**src/rtl/adder_arbiter.sv**
```systemverilog
// Round-robin arbiter sharing one external combinational adder among R requesters.
// The owner's operands are steered to the adder; sum and carry are broadcast back.
module adder_arbiter #(
    parameter int unsigned N = 8,
    parameter int unsigned R = 2
) (
    input  logic                 i_clock,
    input  logic                 i_reset,
    input  logic [R-1:0]         i_request,
    input  logic [R*N-1:0]       i_augend,
    input  logic [R*N-1:0]       i_addend,
    output logic [R-1:0]         o_grant,
    output logic [N-1:0]         o_sum,
    output logic                 o_carry,
    output logic                 o_busy,
    output logic [$clog2(R)-1:0] o_owner,
    output logic [N-1:0]         o_adder_augend,
    output logic [N-1:0]         o_adder_addend,
    input  logic [N-1:0]         i_adder_sum,
    input  logic                 i_adder_carry
);

    localparam int unsigned OW = $clog2(R);

    typedef enum logic {StIdle, StOwned} state_e;

    state_e          state_q, state_d;
    logic [OW-1:0]   owner_q, owner_d;
    logic [OW-1:0]   last_q, last_d;
    logic [R-1:0]    grant_q, grant_d;

    logic            found;
    logic [OW-1:0]   pick;
    logic [OW-1:0]   idx;

    // Search upward from last+1 (mod R); the first requester found wins.
    always_comb begin
        found = 1'b0;
        pick  = '0;
        idx   = '0;
        for (int unsigned i = 1; i <= R; i++) begin
            idx = OW'((32'(last_q) + i) % R);
            if (!found && i_request[idx]) begin
                found = 1'b1;
                pick  = idx;
            end
        end
    end

    always_comb begin
        state_d = state_q;
        owner_d = owner_q;
        last_d  = last_q;
        if (state_q == StOwned && i_request[owner_q]) begin
            state_d = StOwned;
        end else if (found) begin
            state_d = StOwned;
            owner_d = pick;
            last_d  = pick;
        end else begin
            state_d = StIdle;
            owner_d = '0;
        end
        grant_d = (state_d == StOwned) ? (R'(1) << owner_d) : '0;
    end

    always_ff @(posedge i_clock or posedge i_reset) begin
        if (i_reset) begin
            state_q <= StIdle;
            owner_q <= '0;
            last_q  <= OW'(R - 1);
            grant_q <= '0;
        end else begin
            state_q <= state_d;
            owner_q <= owner_d;
            last_q  <= last_d;
            grant_q <= grant_d;
        end
    end

    // Only the owner's slices ever reach the adder; idle drives zeros.
    always_comb begin
        o_adder_augend = '0;
        o_adder_addend = '0;
        for (int unsigned k = 0; k < R; k++) begin
            if (state_q == StOwned && owner_q == OW'(k)) begin
                o_adder_augend = i_augend[k*N +: N];
                o_adder_addend = i_addend[k*N +: N];
            end
        end
    end

    assign o_grant = grant_q;
    assign o_busy  = (state_q == StOwned);
    assign o_owner = owner_q;
    assign o_sum   = i_adder_sum;
    assign o_carry = i_adder_carry;

endmodule

```
**config.mk**
```make
export PLATFORM = sky130hd
export DESIGN_NAME = adder_arbiter
export DESIGN_NICKNAME = d
export VERILOG_FILES = /design/src/rtl/adder_arbiter.sv
export SDC_FILE = /design/constraint.sdc
export NUM_CORES = 1
export LEC_CHECK = 0
export BUFFER_PORTS_ARGS = -buffer_cell sky130_fd_sc_hd__buf_4
export CAP_MARGIN = 30
export CORE_MARGIN = 2
export CORE_UTILIZATION = 25
export DETAILED_ROUTE_END_ITERATION = 8
export PLACE_DENSITY = 0.63
export SLEW_MARGIN = 15
export SYNTH_ARGS = -nofsm -noshare
export SYNTH_HDL_FRONTEND = slang
export SYNTH_SLANG_ARGS = --single-unit
```
**constraint.sdc**
```tcl
create_clock -name i_clock -period 1.8 [get_ports i_clock]
set_input_delay 0.54 -clock i_clock [delete_from_list [all_inputs] [get_ports i_clock]]
set_output_delay 0.54 -clock i_clock [all_outputs]
set_load 0.01 [all_outputs]
```
### After elaboration in Yosys (flattened, before gate mapping)

Index checks and enable logic that the tools add are counted.

* memory bits (writable): 0
* logic and storage cells: 37
* input bits: 45
* bits in read-only memories: 0
* latch bits: 0
* memories kept: 0
* flip-flop bits (word level): 5
* output and inout port bits: 29

* muxes and demuxes: 19
* bitwise logic cells: 2
* equal/unequal tests: 0
* divide/modulo/power cells: 0
* reductions and logical operators: 6
* $mul: 0
* magnitude comparators: 3
* $add $sub $neg: 2
* shift-type cells: 1

Operators with widths (count)
* 8-bit 2-to-1 mux: 4
* 1-bit 2-to-1 mux: 14
* 1-bit by 2-bit less-than comparator with 1-bit output, second input constant: 3
* 1-bit logical AND: 4
* 1-bit adder, second input constant: 2
* 2-bit 2-to-1 mux: 1
* 1-bit NOT: 2
* 2-bit AND reduction: 1
* 1-bit by 1-bit << shifter with 2-bit output, first input constant: 1
* 1-bit logical NOT: 1

### Logic depth before layout (Yosys ltp)

* depth in word-level cells: 11
* mapped depth: 4
* depth with buffers taken out: 3

### Worst setup path before layout

Ideal clock, no wire load.

* path kind: flip-flop to output port
* start: register owner_q, in the netlist o_owner
* end: output o_adder_addend[6]
* arrival time: 1.005 ns
* setup slack: 0.255 ns
* required time: 1.260 ns
* cell stages (with the launch flop): 5
* cell sequence: dfrtp_1 > buf_6 > buf_12 > mux2i_1 > nor2b_1

* longest elaborated chain between the ends: 4

Ends and longest elaborated chain
* start, declared: line 28 `logic [OW-1:0] owner_q, owner_d;`
* start signal, assigned: line 75 `owner_q <= owner_d;`
* 1-bit NOT: line 86 `if (state_q == StOwned && owner_q == OW'(k)) begin`
* 1-bit logical AND: line 86
* 8-bit 2-to-1 mux: line 86
* 8-bit 2-to-1 mux (*): line 86
* end, declared: line 18 `output logic [N-1:0] o_adder_addend,`

Mark *: on every way between the ends. The rest lies on a longest branch, timed or not.

### Worst setup path in the final report

* start: register owner_q, in the netlist o_owner
* end: output o_adder_augend[2]

* longest elaborated chain between the ends: 4

Ends and longest elaborated chain
* 1-bit NOT: line 86
* 1-bit logical AND: line 86
* 8-bit 2-to-1 mux: line 86
* 8-bit 2-to-1 mux (*): line 86
* end, declared: line 17 `output logic [N-1:0] o_adder_augend,`

Marked as above.

==> run metrics <==
status complete, no violations; Slew Limit Fails 0; leakage 0.521 nW; Num CTS Buffers 3; Post-CTS Hold Buffers 0; row count 17; die height 52.3 µm; sequential power share 0.260; synthesized area per cell 9.27 µm²; Final Util 0.451; synth top area cells mux2i_1 (27%), dfrtp_1 (17%), nor2b_1 (17%); post-route antenna net violation count 0; initial antenna violation count 0; power per standard cell area 522 nW/µm²; global-route wire length before repair 2.30 mm; Slowest-stage cell, CP dfrtp_1; Finish-stage setup viols 0; drt pass-1 iters 2; Die ar. 2740 µm²; Worst Setup Start Kind flop; Reg clk slew, reported paths approximately 40 ps; Post-route DRC 0; RD Place Congestion 0.682; Final period util 0.956; critical path capture point type output port; drt via density 4.26; Slew HR 0.864; Logic pwr share 0.497; CP peak stage delay 350 ps; family with the most delay on the worst path flip-flops; nets@finish 159; Clk Latency, worst-skew pair 240 ps; cells along the critical path buf_6 > mux2i_1 > nor2b_1 > buf_4; Final Hold Vio Count 0; Worst Path Required 1260 ps; GRT Util Overall 0.119; most frequent cells in the layout buf_4 (57), mux2i_1 (16), nor2b_1 (16); peak supply drop about 0.27 mV; RSZ-0062 raised after global routing true; Fin Setup TNS 0 ps; post-synth cell types 16; Worst Max-Slew Pin Slew just over 200 ps; Layout area overhead 70.7%; # diodes 0; hold crit path type input pin to asynchronous set/reset pin; Period minus WS final 1720 ps; clk buf depth 2; vias in the first global route 527; yosys warns 0; Crit Path Class flop to output port; Seq/Total Area, Yosys 0.216; CORE AREA 2210 µm²; total global routing overflow 0; Synth Register Bits 5; layout cells sized above 1 0.584; Max Clock Skew between 0.8 and 0.9 ps; Max-Cap Viols 0; post-synthesis cell count 63; Worst Path Arrival 1180 ps; CTS tree done; Pint about 0.00036 W; final wirelength 1.68 mm; sinks on the clock net 5; top cell type's share of synthesized area 0.274; Clock power frac 0.243; Sw Pwr 0.000156 W; input/output buffers 55; 1st-iter DRT viols 2; Starting Density 0.264; switch share 0.300; Ports 74; CP max FO 11; post-synth top area cell mux2i_1; H-tree depth 1; pin count of the biggest net entering global routing 14; via count about 600; CTS root buf clkbuf_4; Worst Hold Slack 206 ps; Buffers & Inverters on Critical Path 2; total chip power 0.000521 W; Die Span X 52.3 µm; Post-Syn Area 584 µm²; syn nets 108; commonest non-fill, non-tap cell in the layout buf_4; FMAX 581 MHz; WL/cell 11.9 µm
flip-flops by register name, summed over array words and instances, names as in the netlist:
signal / flops
last_q: 1
o_owner: 1
o_busy: 1
o_grant: 2
layout make-up:
| class | count | area (µm²) |
|---|---|---|
| well taps | 28 | 35.0 |
| multi-input cells | 41 | 333 |
| clock inverters | 1 | 5.00 |
| repair buffers | 59 | 459 |
| clock buffers | 3 | 22.5 |
| flip-flops and latches | 5 | 128 |
| inverters | 4 | 15.0 |
| fillers | 234 | 1210 |
cells in the mapped netlist (all sizes together):
| cell | number |
|---|---|
| dfrtp | 4 |
| buf | 12 |
| clkbuf | 1 |
| a21oi | 2 |
| o21ai | 1 |
| dfstp | 1 |
| xnor2 | 1 |
| nand2 | 1 |
| o21a | 1 |
| a22oi | 2 |
| mux2i | 17 |
| inv | 4 |
| nor2b | 16 |
metal layers:
layer	vias up	wire length, µm	global-route usage	share of wire
met5	-	0	0	0
met4	0	19	0.0769	0.011
met3	2	145	0.0429	0.086
met2	27	990	0.208	0.59
met1	273	527	0.116	0.31
li1	299	-	-	-
metrics by stage:
stage                     area [µm²]  setup slack (ps)  cells
after floorplan                  584               255     63
after global placement           965               286    137
after detailed placement         965               268    137
after CTS                        992              23.1    141
after global routing             997             -13.1    141
final                            997              78.7    141
timing repair:
item	CTS	global route
buffers inserted	0	0
resized for setup	0	2
setup endpoints to repair	0	9
worst paths after layout:
path | start | end | slack, ps | depth (start not counted)
max in group asynchronous | i_reset | last_q | 1350 | 2
worst min register to register | last_q | last_q | 650 | 2
min in group i_clock | i_request[0] | o_owner | 500 | 2
worst max-delay path | o_owner | o_adder_augend[2] | 80 | 4
worst max register to register | o_busy | o_grant[0] | 720 | 3
worst min-delay path | i_reset | o_grant[0] | 210 | 2
cell families after synthesis:
family	Yosys count	synth area share
AOI/OAI and AO/OA	6	0.0642
and+or+nand+nor	17	0.178
DFF	5	0.216
xor gates and xnor gates	1	0.0150
buffers and inverters	17	0.214
muxes	17	0.313
power groups by stage:
stage	Combinational (W)	Clock (W)	Sequential, W
3_3_place_gp	0.000255	0	0.000135
2_1_floorplan	0.000146	0	0.000137
4_1_cts	0.000262	0.000134	0.000135
3_5_place_dp	0.000261	0	0.000137
5_1_grt	0.000280	0.000141	0.000137
6_report	0.000259	0.000126	0.000136
Note: power is estimated with default switching activity, not from simulation.
